**config.mk**
```make
export PLATFORM = sky130hd
export DESIGN_NAME = uart_tx_io_flat
export DESIGN_NICKNAME = d
export VERILOG_FILES = /design/src/rtl/uart_pkg.sv /design/src/rtl/uart_tx_io_if.sv /design/src/rtl/uart_tx_fifo.sv /design/src/rtl/uart_tx_io.sv /design/src/flat_wrapper.sv
export SDC_FILE = /design/constraint.sdc
export NUM_CORES = 1
export LEC_CHECK = 0
export CAP_MARGIN = 20
export CELL_PAD_IN_SITES_DETAIL_PLACEMENT = 1
export CELL_PAD_IN_SITES_GLOBAL_PLACEMENT = 1
export CORE_MARGIN = 2
export CORE_UTILIZATION = 50
export CTS_CLUSTER_DIAMETER = 40
export DETAILED_ROUTE_END_ITERATION = 7
export GPL_ROUTABILITY_DRIVEN = 0
export PLACE_DENSITY = 0.85
export SETUP_SLACK_MARGIN = 0.05
export SYNTH_ARGS = -nofsm -noshare
export SYNTH_HDL_FRONTEND = slang
export SYNTH_SLANG_ARGS = --single-unit
```
**constraint.sdc**
```tcl
create_clock -name cpuclk -period 4.93 [get_ports cpuclk]
set_input_delay 1.479 -clock cpuclk [delete_from_list [all_inputs] [get_ports cpuclk]]
set_output_delay 1.479 -clock cpuclk [all_outputs]
set_load 0.02 [all_outputs]
```
**src/rtl/uart_pkg.sv**
```systemverilog
// Shared definitions for the memory-mapped UART transmitter.
//   - FSM state encoding (IDLE=0, START=1, DATA=2, STOP=3, PARITY=4)
//   - STATUS register bit positions
//   - IO address decode values for the DATA and STATUS registers
// The PARITY encoding is always reserved; it is only reachable when the
// design is built with UART_TX_PARITY_EN defined.
package uart_pkg;

    localparam logic [2:0] ST_IDLE   = 3'd0;
    localparam logic [2:0] ST_START  = 3'd1;
    localparam logic [2:0] ST_DATA   = 3'd2;
    localparam logic [2:0] ST_STOP   = 3'd3;
    localparam logic [2:0] ST_PARITY = 3'd4;

    typedef enum logic [2:0] {
        StIdle   = ST_IDLE,
        StStart  = ST_START,
        StData   = ST_DATA,
        StStop   = ST_STOP,
        StParity = ST_PARITY
    } tx_state_e;

    // STATUS register layout; the count field starts at STAT_CNT_LSB.
    localparam int unsigned STAT_BUSY    = 0;
    localparam int unsigned STAT_FULL    = 1;
    localparam int unsigned STAT_EMPTY   = 2;
    localparam int unsigned STAT_OVF     = 3;
    localparam int unsigned STAT_CNT_LSB = 4;
    localparam int unsigned STAT_PARITY  = 31;

    localparam logic ADDR_DATA   = 1'b0;
    localparam logic ADDR_STATUS = 1'b1;

endpackage

```
**src/rtl/uart_tx_io_if.sv**
```systemverilog
// CPU IO bus slice seen by the UART transmitter.
//   io_sel   : peripheral selected this cycle
//   io_wen   : write strobe (qualified by io_sel)
//   io_ren   : read strobe (qualified by io_sel)
//   io_addr  : 0 = DATA, 1 = STATUS
//   io_wdata : byte to transmit
//   io_rdata : combinational read data from the peripheral
interface uart_tx_io_if;

    logic        io_sel;
    logic        io_wen;
    logic        io_ren;
    logic        io_addr;
    logic [7:0]  io_wdata;
    logic [31:0] io_rdata;

    modport master (
        output io_sel, io_wen, io_ren, io_addr, io_wdata,
        input  io_rdata
    );

    modport slave (
        input  io_sel, io_wen, io_ren, io_addr, io_wdata,
        output io_rdata
    );

endinterface

```
**src/rtl/uart_tx_fifo.sv**
```systemverilog
// Synchronous FIFO for the UART transmit path.
//   clk, rst : clock, synchronous active-high reset
//   push     : write wdata; accepted when not full, or when full with a pop
//   pop      : discard head; ignored when empty
//   rdata    : current head (combinational)
//   full, empty, count : occupancy, count in 0..DEPTH
// DEPTH must be a power of two so the pointers wrap naturally.
module uart_tx_fifo #(
    parameter int unsigned DEPTH = 8,
    parameter int unsigned WIDTH = 8
) (
    input  logic                       clk,
    input  logic                       rst,
    input  logic                       push,
    input  logic                       pop,
    input  logic [WIDTH-1:0]           wdata,
    output logic [WIDTH-1:0]           rdata,
    output logic                       full,
    output logic                       empty,
    output logic [$clog2(DEPTH):0]     count
);

    localparam int unsigned AW = $clog2(DEPTH);

    logic [WIDTH-1:0] mem [DEPTH];
    logic [AW-1:0]    wptr_q, rptr_q;
    logic [AW:0]      count_q;
    logic             wr, rd;

    assign full  = (count_q == (AW + 1)'(DEPTH));
    assign empty = (count_q == '0);
    assign count = count_q;
    assign rdata = mem[rptr_q];

    // A pop on the same edge frees the slot the push lands in.
    assign wr = push & (~full | pop);
    assign rd = pop & ~empty;

    always_ff @(posedge clk) begin
        if (wr) begin
            mem[wptr_q] <= wdata;
        end
    end

    always_ff @(posedge clk) begin
        if (rst) begin
            wptr_q  <= '0;
            rptr_q  <= '0;
            count_q <= '0;
        end else begin
            if (wr) wptr_q <= wptr_q + AW'(1);
            if (rd) rptr_q <= rptr_q + AW'(1);
            if (wr && !rd)      count_q <= count_q + (AW + 1)'(1);
            else if (rd && !wr) count_q <= count_q - (AW + 1)'(1);
        end
    end

endmodule

```
**src/rtl/uart_tx_io.sv**
```systemverilog
// Memory-mapped 8N1 UART transmitter on the CPU IO bus (cpuclk domain).
// Stores to DATA queue a byte; a baud-timed FSM shifts it out LSB first.
//   cpuclk  : system clock
//   rst     : synchronous active-high reset (aborts any frame in flight)
//   io      : IO bus slave port (DATA write, STATUS read/clear-overflow)
//   tx      : registered serial output, idle high
//   tx_busy : FSM not idle or FIFO non-empty
// Build option UART_TX_PARITY_EN adds an even-parity bit after the data bits
// and sets STATUS[31].
module uart_tx_io
    import uart_pkg::*;
#(
    parameter int unsigned CLKS_PER_BIT = 199,
    parameter int unsigned FIFO_DEPTH   = 8
) (
    input  logic         cpuclk,
    input  logic         rst,
    uart_tx_io_if.slave  io,
    output logic         tx,
    output logic         tx_busy
);

    localparam int unsigned CW    = $clog2(FIFO_DEPTH) + 1;
    localparam int unsigned CNT_W = $clog2(CLKS_PER_BIT);
    localparam logic [CNT_W-1:0] CNT_MAX = CNT_W'(CLKS_PER_BIT - 1);

    tx_state_e        state_q, state_d;
    logic [CNT_W-1:0] cnt_q, cnt_d;
    logic [2:0]       idx_q, idx_d;
    logic [7:0]       shift_q, shift_d;
    logic             tx_q, tx_d;
    logic             ovf_q, ovf_d;
`ifdef UART_TX_PARITY_EN
    logic             par_q, par_d;
`endif

    logic          push, pop, status_rd, bit_end;
    logic          fifo_full, fifo_empty;
    logic [7:0]    fifo_rdata;
    logic [CW-1:0] fifo_count;
    logic [31:0]   status;

    assign push      = io.io_sel & io.io_wen & (io.io_addr == ADDR_DATA);
    assign status_rd = io.io_sel & io.io_ren & (io.io_addr == ADDR_STATUS);
    assign bit_end   = (cnt_q == CNT_MAX);

    uart_tx_fifo #(
        .DEPTH (FIFO_DEPTH),
        .WIDTH (8)
    ) u_fifo (
        .clk   (cpuclk),
        .rst   (rst),
        .push  (push),
        .pop   (pop),
        .wdata (io.io_wdata),
        .rdata (fifo_rdata),
        .full  (fifo_full),
        .empty (fifo_empty),
        .count (fifo_count)
    );

    always_comb begin
        state_d = state_q;
        cnt_d   = cnt_q;
        idx_d   = idx_q;
        shift_d = shift_q;
        pop     = 1'b0;
`ifdef UART_TX_PARITY_EN
        par_d   = par_q;
`endif
        case (state_q)
            StIdle: begin
                if (!fifo_empty) begin
                    pop     = 1'b1;
                    shift_d = fifo_rdata;
                    cnt_d   = '0;
                    state_d = StStart;
`ifdef UART_TX_PARITY_EN
                    par_d   = ^fifo_rdata;
`endif
                end
            end
            StStart: begin
                if (bit_end) begin
                    cnt_d   = '0;
                    idx_d   = '0;
                    state_d = StData;
                end else begin
                    cnt_d = cnt_q + CNT_W'(1);
                end
            end
            StData: begin
                if (bit_end) begin
                    cnt_d   = '0;
                    shift_d = shift_q >> 1;
                    idx_d   = idx_q + 3'd1;
                    if (idx_q == 3'd7) begin
`ifdef UART_TX_PARITY_EN
                        state_d = StParity;
`else
                        state_d = StStop;
`endif
                    end
                end else begin
                    cnt_d = cnt_q + CNT_W'(1);
                end
            end
`ifdef UART_TX_PARITY_EN
            StParity: begin
                if (bit_end) begin
                    cnt_d   = '0;
                    state_d = StStop;
                end else begin
                    cnt_d = cnt_q + CNT_W'(1);
                end
            end
`endif
            StStop: begin
                if (bit_end) begin
                    cnt_d = '0;
                    // Chain straight into the next frame when more is queued.
                    if (!fifo_empty) begin
                        pop     = 1'b1;
                        shift_d = fifo_rdata;
                        state_d = StStart;
`ifdef UART_TX_PARITY_EN
                        par_d   = ^fifo_rdata;
`endif
                    end else begin
                        state_d = StIdle;
                    end
                end else begin
                    cnt_d = cnt_q + CNT_W'(1);
                end
            end
            default: state_d = StIdle;
        endcase

        // tx follows the state being entered so it changes on the same edge.
        tx_d = 1'b1;
        case (state_d)
            StStart:  tx_d = 1'b0;
            StData:   tx_d = shift_d[0];
`ifdef UART_TX_PARITY_EN
            StParity: tx_d = par_d;
`endif
            default:  tx_d = 1'b1;
        endcase

        // Overflow set takes priority over a concurrent STATUS read clear.
        ovf_d = ovf_q;
        if (status_rd)                   ovf_d = 1'b0;
        if (push && fifo_full && !pop)   ovf_d = 1'b1;
    end

    always_ff @(posedge cpuclk) begin
        if (rst) begin
            state_q <= StIdle;
            cnt_q   <= '0;
            idx_q   <= '0;
            shift_q <= '0;
            tx_q    <= 1'b1;
            ovf_q   <= 1'b0;
`ifdef UART_TX_PARITY_EN
            par_q   <= 1'b0;
`endif
        end else begin
            state_q <= state_d;
            cnt_q   <= cnt_d;
            idx_q   <= idx_d;
            shift_q <= shift_d;
            tx_q    <= tx_d;
            ovf_q   <= ovf_d;
`ifdef UART_TX_PARITY_EN
            par_q   <= par_d;
`endif
        end
    end

    assign tx      = tx_q;
    assign tx_busy = (state_q != StIdle) | ~fifo_empty;

    always_comb begin
        status                          = '0;
        status[STAT_BUSY]               = tx_busy;
        status[STAT_FULL]               = fifo_full;
        status[STAT_EMPTY]              = fifo_empty;
        status[STAT_OVF]                = ovf_q;
        status[STAT_CNT_LSB +: CW]      = fifo_count;
`ifdef UART_TX_PARITY_EN
        status[STAT_PARITY]             = 1'b1;
`endif
    end

    assign io.io_rdata = (io.io_addr == ADDR_STATUS) ? status : '0;

endmodule

```
**src/flat_wrapper.sv**
```systemverilog
// flat-port wrapper written by rule: the top's interface ports become plain ports
module uart_tx_io_flat import uart_pkg::*;
#(
    parameter int unsigned CLKS_PER_BIT = 199,
    parameter int unsigned FIFO_DEPTH   = 8
)
  (cpuclk, rst, tx, tx_busy, io_io_sel, io_io_wen, io_io_ren, io_io_addr, io_io_wdata, io_io_rdata);
  uart_tx_io_if io_i ();
  input  logic cpuclk;
  input  logic rst;
  output logic tx;
  output logic tx_busy;
  input wire logic [$bits(io_i.io_sel)-1:0] io_io_sel;
  input wire logic [$bits(io_i.io_wen)-1:0] io_io_wen;
  input wire logic [$bits(io_i.io_ren)-1:0] io_io_ren;
  input wire logic [$bits(io_i.io_addr)-1:0] io_io_addr;
  input wire logic [$bits(io_i.io_wdata)-1:0] io_io_wdata;
  output wire logic [$bits(io_i.io_rdata)-1:0] io_io_rdata;
  assign io_i.io_sel = io_io_sel;
  assign io_i.io_wen = io_io_wen;
  assign io_i.io_ren = io_io_ren;
  assign io_i.io_addr = io_io_addr;
  assign io_i.io_wdata = io_io_wdata;
  assign io_io_rdata = io_i.io_rdata;
  uart_tx_io #(.CLKS_PER_BIT(CLKS_PER_BIT), .FIFO_DEPTH(FIFO_DEPTH)) u_core (.cpuclk(cpuclk), .rst(rst), .io(io_i), .tx(tx), .tx_busy(tx_busy));
endmodule
```
; ---- After elaboration in Yosys (flattened, before gate mapping)
; Memory sizes are Yosys's and may differ from the RTL's. A register that Yosys moved wholly into a read port is not among the register bits.
; Cells that the tools add are included.
[op_classes]
eq_ne = 12
reduce_logical = 19
bitwise = 11
add_sub_neg = 6
mux = 30
[op_table]
columns = cell, count
row1 = $mux W8, 6
row2 = $mux W3, 9
row3 = $pmux W8 S3, 1
row4 = $pmux W8 S2, 1
row5 = $pmux W3 S4, 1
row6 = $add A3 B1 Y3 const B, 3
row7 = $eq A3 B2 Y1 const B, 3
row8 = $add A8 B1 Y8 const B, 1
row9 = $eq A8 B8 Y1 const B, 1
row10 = $mux W4, 2
row11 = $reduce_bool A2 Y1, 4
row12 = $mux W1, 7
row13 = $and A1 B1 Y1, 6
row14 = $eq A3 B1 Y1 const B, 2
row15 = $ne A2 B1 Y1 const B, 3
row16 = $pmux W3 S2, 1
row17 = $reduce_and A3 Y1, 2
row18 = $reduce_bool A3 Y1, 2
row19 = $add A4 B1 Y4 const B, 1
row20 = $eq A4 B4 Y1 const B, 1
row21 = $logic_and A1 B1 Y1, 4
row22 = $logic_not A4 Y1, 1
row23 = $pmux W1 S2, 2
row24 = $sub A4 B1 Y4 const B, 1
row25 = 8 further kinds, 13
[word_totals]
wordCells = 89
input_bits = 14
register_bits = 34
output_inout_bits = 34
memories = 1
ramBits = 64
[memory_table]
columns = memory, depth, width, rd, rd_clocked_by_memory_dff, write_ports, line
row1 = u_core.u_fifo.mem, 8, 8, 1, 1, 1, uart_tx_fifo.sv:25  ; logic [WIDTH-1:0] mem [DEPTH];

; ---- Logic depth before layout (Yosys ltp)
; Gate-level depths: netlist (run 1).
[logic_depth]
ltp_word = 10
mapped_depth = 15
ltp_nobuf = 14

; ---- Cells and area by module
; Synthesis (run 1) repeated with hierarchy kept, for this count alone.
[unflattened]
cells_unflattened = 335
area_unflattened_um2 = 4573.1
[by_module_without_submodules]
columns = mod, area_per_inst_um2, cells_per_inst, instances
row1 = uart_tx_fifo, 3064.2, 166, 1
row2 = uart_tx_io, 1508.9, 169, 1

; ---- Least setup slack after synthesis (run 1)
; OpenSTA, ideal clock, no wires.
[synth_path]
path_type = in2reg
from = input io_io_addr
to = register u_core.u_fifo.count_q[3] (netlist: u_core.u_fifo.count[3])
n_path_buf = 0
setup_time_ns = 0.071
t_arrival_ns = 3.376
setup_slack_ns = 1.484
t_required_ns = 4.859
stages = 12
cell_sequence = nand3b_1 -> a21oi_1 -> o21ai_2 -> inv_1 -> ha_1 -> inv_1 -> ha_1 -> a21o_1 -> a21oi_1 -> xnor2_1 -> or3_1 -> a21oi_1
[synth_via]
elab_chain_len = 6
word_cells_on_any_way = 8
classes_between = mux (1) / bitwise (3) / reduce/logical (4)
[synth_rtl]
columns = element, line
row1 = from (decl), flat_wrapper.sv:16  ; input wire logic [$bits(io_i.io_addr)-1:0] io_io_addr;
row2 = $not A1 Y1 *, uart_tx_io.sv:43  ; assign push = io.io_sel & io.io_wen & (io.io_addr == ADDR_DATA);
row3 = $and A1 B1 Y1 *, uart_tx_io.sv:43
row4 = $and A1 B1 Y1 *, uart_tx_fifo.sv:36  ; assign wr = push & (~full | pop);
row5 = via u_core.u_fifo.wr, uart_tx_fifo.sv:28  ; logic wr, rd;
row6 = $logic_not A1 Y1, uart_tx_fifo.sv:54  ; else if (rd && !wr) count_q <= count_q - (AW + 1)'(1);
row7 = $logic_and A1 B1 Y1, uart_tx_fifo.sv:54
row8 = $reduce_bool A2 Y1 (no line), n/a
row9 = to (signal assigned), uart_tx_fifo.sv:53  ; if (wr && !rd) count_q <= count_q + (AW + 1)'(1);
row10 = to (signal assigned), uart_tx_fifo.sv:54
row11 = to (decl), uart_tx_fifo.sv:27  ; logic [AW:0] count_q;
; Mark *: on every way through the listed nets, which the timed path passes. The rest lies on a longest branch.
; A chain may end at the register's enable or synchronous reset.

; ---- Final worst setup path (run 1)
[layout_path]
from = input io_io_addr
to = output io_io_rdata[0]
[layout_via]
elab_chain_len = 1
[layout_rtl]
columns = element, line
row1 = $mux W8, uart_tx_io.sv:195  ; assign io.io_rdata = (io.io_addr == ADDR_STATUS) ? status : '0;
row2 = to (decl), flat_wrapper.sv:18  ; output wire logic [$bits(io_i.io_rdata)-1:0] io_io_rdata;
; No other way between the ends.

==> results.toml, run 1 <==
[global_routing]
overflow = 0
grt_pass1_vias = 3160
grt_first_pass_wirelength_um = 16560
grt_usage_pct = 21.53
grt_max_degree = 31
antenna_found_initial = 0

[job]
maxCapViolCount = 0

[clock_network]
cts-resized-gates = 0
cts_made_buffers = 9
insertion_delay_ns = 0.37
clockRootBuffer = "clkbuf_8"
h-tree-depth = 3
cts-hold-fix-buffers = 0
cts_buffer_depth = 2
cts.sinks = 101
postCtsSetupRepairBufs = 0
clkTransAtPathRegs_ns = 0.10
cts_tree = "done"

[pwr]
internal_power_mw = 1.508
power_switching_mw = 0.7555
combPwrFrac_pct = 29.5
p_per_area_nw_per_um2 = 436.3
cellLeakagePower_nw = 1.760
peakVddDrop_mv = 0.2292
seqPwrFrac_pct = 47.1
sw_frac_of_total_pct = 33.37
p_clk_share_pct = 23.3

[synth]
synthArstFlopShare_pct = 0
synthTopCellsByArea = "edfxtp_1 41%, dfxtp_1 16%, mux4_2 7.6%"
ys_types = 63
synth_top_area_cell = "edfxtp_1"
synth_top_area_share_pct = 40.67
avgSynthCellArea_um2 = 12.77
synth_most_common_cell = "edfxtp_1"
synth_ff_type = "edfxtp_1"
ys_top_cells_by_count = "64 x edfxtp_1, 37 x dfxtp_1, 29 x nor2_1"
seq_area_frac_synth_pct = 56.34
synth_cells = 370
netlist_area_um2 = 4726
ys_seq_elements = 101
yosysWarnings = 0
synth_edf_count = 64

[timing]
max_freq_mhz = 230.3
maxSlewViolCount = 0
tightest_slew_ns = 0.8964
fin_crit_sh_pct = 88.07
fin_crit_ns = 4.342
slew_headroom_pct = 39.78
finalHoldViolations = 0
setup_viol = 0
rsz0062_at_grt = "false"
tns_ns = 0
finClkSkew_ns = 0.009964

[place]
dpl_cell_area_um2 = 4994
io_buffer_count = 23
dp_hpwl_um = 7012
dp_cells = 499

[status]
outcome = "finished clean"

[layout]
area_growth_pct = 9.796
antennaDiodeCount = 0
nNetsFinal = 423
drive_gt1_share_pct = 14.11
fin_area_um2 = 5189
post-route-util_pct = 56.42
fin_cells = 515

[worst_setup_path]
cp-start-kind = "primary input"
critical_path_class = "primary input to output port"
critical_path_required_ns = 3.45
r2r.worst_path.cells = 13
rrSetupSlack_ns = 1.32
crit_arrival_ns = 2.86
critPathCaptureType = "output port"
path_max_fanout = 10

[routing]
drc = 0
vias = 2981
initialDrtViolationCount = 122
via_per_inst = 5.788
drtAntennaViolNets = 0
routed_wl_um = 10100
dr.pass1.iters = 4
routedWlPerCell_um = 19.62

[floorplan]
die_w_um = 101.2
start_util_pct = 51.39
core_um2 = 9196
die_h_um = 101.2
die_area_um2 = 10250
rows = 35
ios = 48

[min_path]
min_path_type = "flip-flop to flip-flop"
min_path_cells = 2
[registers in the layout, indices dropped and copies added, names as in the netlist, named ones only]
signal                flops
u_core.cnt_q              8
u_core.idx_q              3
u_core.ovf_q              1
u_core.shift_q            8
u_core.state_q            3
u_core.tx                 1
u_core.u_fifo.count       4
u_core.u_fifo.mem        64
u_core.u_fifo.rptr_q      3
u_core.u_fifo.wptr_q      3
[layout by cell type (no fill, tap or decap), drive strengths merged, types with 12 or more instances in the layout]
cell type,netlist,final
edfxtp,64,64
dfxtp,37,37
nor2,29,29
conb,1,25
clkdlybuf4s50,0,23
nand2,16,16
mux4,16,16
o21ai,14,14
a21oi,12,12
buf,30,12
[layer usage]
layer  vias to the layer above  share of wire [%]  global-route usage, %
li1                       1407                  -                      -
met1                      1501                 42                  25.87
met2                        64                 53                  38.61
met3                         9                3.3                  4.831
met4                         0                1.2                  6.549
met5                         -                  0                      0
[through the flow]
step | hold slack (ns) | setup WS (ns) | power [mW]
6_report | 0.4932 | 0.5882 | 2.264
5_1_grt | 0.5190 | 0.4936 | 2.398
3_5_place_dp | 0.4811 | 0.5251 | 1.752
2_1_floorplan | 0.4471 | 1.484 | 1.570
4_1_cts | 0.4951 | 0.5712 | 2.282
3_3_place_gp | 0.4621 | 0.5878 | 1.715
[kinds of logic after synthesis]
logic type | after synthesis | synth area share, %
simple gates | 110 | 13.24
flops | 101 | 56.34
compound gates | 61 | 8.552
buf+inv | 47 | 6.566
mux | 26 | 9.823
xor+xnor | 14 | 2.595
fa+ha+maj | 10 | 2.807
other cells | 1 | 0.07935
[worst paths after layout]
| kind | start | endpoint |
|---|---|---|
| setup / recovery | io_io_addr | io_io_rdata[0] |
| hold / removal | u_core.shift_q[7]$_SDFFE_PP0P_ | u_core.shift_q[7]$_SDFFE_PP0P_ |
| setup reg to reg | u_core.cnt_q[1]$_SDFFE_PP0P_ | u_core.u_fifo.count[3]$_SDFFE_PP0P_ |
| hold reg to reg | u_core.shift_q[7]$_SDFFE_PP0P_ | u_core.shift_q[7]$_SDFFE_PP0P_ |
[final cells by class]
class	count	area [µm²]
well taps	111	138.9
flip-flops and latches	101	2663
multi-input cells	246	1849
clock inverters	7	71.32
inverters	6	22.52
fillers	930	4008
clock buffers	9	123.9
repair buffers	35	320.3
[worst max-delay path: stages]
cell and delay [ns]:
clkdlybuf4s50_1 0.61, and2_1 0.17, clkdlybuf4s50_1 0.61
[power groups by stage]
stage / Sequential (mW) / Clock, mW / Combinational, mW
5_1_grt: 1.08 / 0.572 / 0.743
6_report: 1.07 / 0.528 / 0.669
2_1_floorplan: 1.03 / 0 / 0.540
3_5_place_dp: 1.09 / 0 / 0.664
3_3_place_gp: 1.08 / 0 / 0.636
4_1_cts: 1.07 / 0.543 / 0.670
No activity file was read; power rests on OpenSTA's default activity.
==> inputs of run 2 (changes only) <==
--- a/config.mk
+++ b/config.mk
@@ -10,7 +10,8 @@
 export CELL_PAD_IN_SITES_GLOBAL_PLACEMENT = 1
 export CORE_MARGIN = 2
-export CORE_UTILIZATION = 50
+export CORE_UTILIZATION = 56
 export CTS_CLUSTER_DIAMETER = 40
 export DETAILED_ROUTE_END_ITERATION = 7
+export DONT_BUFFER_PORTS = 1
 export GPL_ROUTABILITY_DRIVEN = 0
 export PLACE_DENSITY = 0.85
==> constraint.sdc (replaced) <==
create_clock -name cpuclk -period 4.93 [get_ports cpuclk]
set_input_delay 0.7395 -clock cpuclk [delete_from_list [all_inputs] [get_ports cpuclk]]
set_output_delay 0.7395 -clock cpuclk [all_outputs]
set_load 0.02 [all_outputs]
==> run 2 against run 1 <==
First-iteration DRC count fell by 22%. Utilization up 3.7 points. Global-route usage up 2.0 points. Hold slack worse by 0.065 ns. Register-to-register slack better by 0.13 ns. Largest cell class unchanged. Largest power group unchanged. Highest routed layer unchanged.
==> results.toml, run 2 (synthesis gave the netlist of run 1 again) <==
[timing]
rsz0062_at_grt = "false"
max_freq_mhz = 287.5
tightest_slew_ns = 0.9898
tns_ns = 0
fin_crit_ns = 3.478
finClkSkew_ns = 0.01214
setup_viol = 0
maxSlewViolCount = 0
fin_crit_sh_pct = 70.55
slew_headroom_pct = 33.77
finalWorstSetupSlack_ns = 1.452
finalHoldViolations = 0

[place]
io_buffer_count = 0
dp_hpwl_um = 6692
dpl_worst_slack_ns = 1.501

[clock_network]
postCtsSetupRepairBufs = 0
clkTransAtPathRegs_ns = 0.10
clockRootBuffer = "clkbuf_8"
cts_buffer_depth = 2
cts-resized-gates = 0
cts.sinks = 101
cts_made_buffers = 9
h-tree-depth = 3
insertion_delay_ns = 0.38
cts_tree = "done"
cts-hold-fix-buffers = 0

[global_routing]
grt_max_degree = 32
grt_usage_pct = 23.56
grt_first_pass_wirelength_um = 15800
overflow = 0
antenna_found_initial = 0
grt_pass1_vias = 3017

[floorplan]
die_area_um2 = 9190
rows = 33
die_w_um = 95.87
die_h_um = 95.87
start_util_pct = 57.51
core_um2 = 8217
ios = 48

[worst_setup_path]
critical_path_class = "flip-flop to flip-flop"
critical_path_required_ns = 5.23
rrSetupSlack_ns = 1.45
cpMaxStageDelayCell = "nor4b_1"
crit_chain = "nor4b_1, o21ai_0, o21ai_2, inv_1, ha_1, inv_1, ha_1, a21o_1, a21oi_1, xnor2_1, or3_1, a21oi_1"
crit_arrival_ns = 3.78
critical-path-top-delay-family = "compound AO/OA/AOI/OAI gates"
critPathCaptureType = "flip-flop"
path_max_fanout = 8
slowest_delay_ns = 0.60
path_buf_inv = 2
cp-start-kind = "flip-flop"

[routing]
wl_met2_um = 5154
drc = 0
drt-met1-wl_um = 4058
highest_layer = "met4"
initialDrtViolationCount = 95
wl_met3_um = 419
routed_wl_um = 9877
drtAntennaViolNets = 0
dr.pass1.iters = 4
routedWlPerCell_um = 20.62
via_per_inst = 6.029
vias = 2888

[layout]
antennaDiodeCount = 0
top_regs = "u_core.u_fifo.mem: 64 flops, u_core.cnt_q: 8 flops, u_core.shift_q: 8 flops"
area_growth_pct = 4.448
largest_reg_flops = 64
layout_commonest_cell = "edfxtp_1"
nNetsFinal = 393
final_cell_mix = "64 x edfxtp_1, 37 x dfxtp_1, 29 x nor2_1"
regMostFlops = "u_core.u_fifo.mem"
drive_gt1_share_pct = 14.71

[min_path]
min_path_type = "primary input to flip-flop"

[job]
maxCapViolCount = 0

[pwr]
cellLeakagePower_nw = 1.644
peakVddDrop_mv = 0.2378
p_per_area_nw_per_um2 = 449.2

[status]
outcome = "finished clean"
==> run 2: layer usage <==
layer	GRT usage [%]	vias to the layer above
met1	27.95	1456
met5	0	-
met4	9.643	0
met3	6.421	20
li1	-	1343
met2	40.56	69
==> run 2: metrics by stage <==
stage	cells	power, mW	hold WS (ns)	utilization, %	cell area, µm²
global placement	463	1.649	0.4615	57.42	4718
CTS	479	2.235	0.4052	60.07	4936
floorplan	394	1.570	0.4471	-	4816
global route	479	2.341	0.4039	60.07	4936
finish	479	2.217	0.4284	60.07	4936
detailed placement	463	1.681	0.4710	57.42	4718
==> run 2: where the power goes <==
group / leakage [nW] / internal, mW / switching [mW] / total, mW
sequential: 0.878 / 0.959 / 0.119 / 1.08
combinational: 0.659 / 0.265 / 0.329 / 0.595
clock: 0.108 / 0.210 / 0.335 / 0.545
==> run 2: final cells by class <==
type / instances / area (µm²)
Clock buffer: 9 / 123.9
Clock inverter: 7 / 93.84
Fill cell: 810 / 3281
Inverter: 6 / 22.52
Multi-Input combinational cell: 246 / 1864
Sequential cell: 101 / 2663
Tap cell: 105 / 131.4
Timing Repair Buffer: 5 / 37.54
==> run 2: worst paths after layout <==
kind | endpoint | cells past startpoint | startpoint
worst max register to register | u_core.u_fifo.count[3]$_SDFFE_PP0P_ | 12 | u_core.u_fifo.count[0]$_SDFFE_PP0P_
worst min register to register | u_core.shift_q[5]$_SDFFE_PP0P_ | 1 | u_core.shift_q[5]$_SDFFE_PP0P_
worst min-delay path | u_core.idx_q[2]$_SDFFE_PP0P_ | 1 | rst
worst max-delay path | u_core.u_fifo.count[3]$_SDFFE_PP0P_ | 12 | u_core.u_fifo.count[0]$_SDFFE_PP0P_
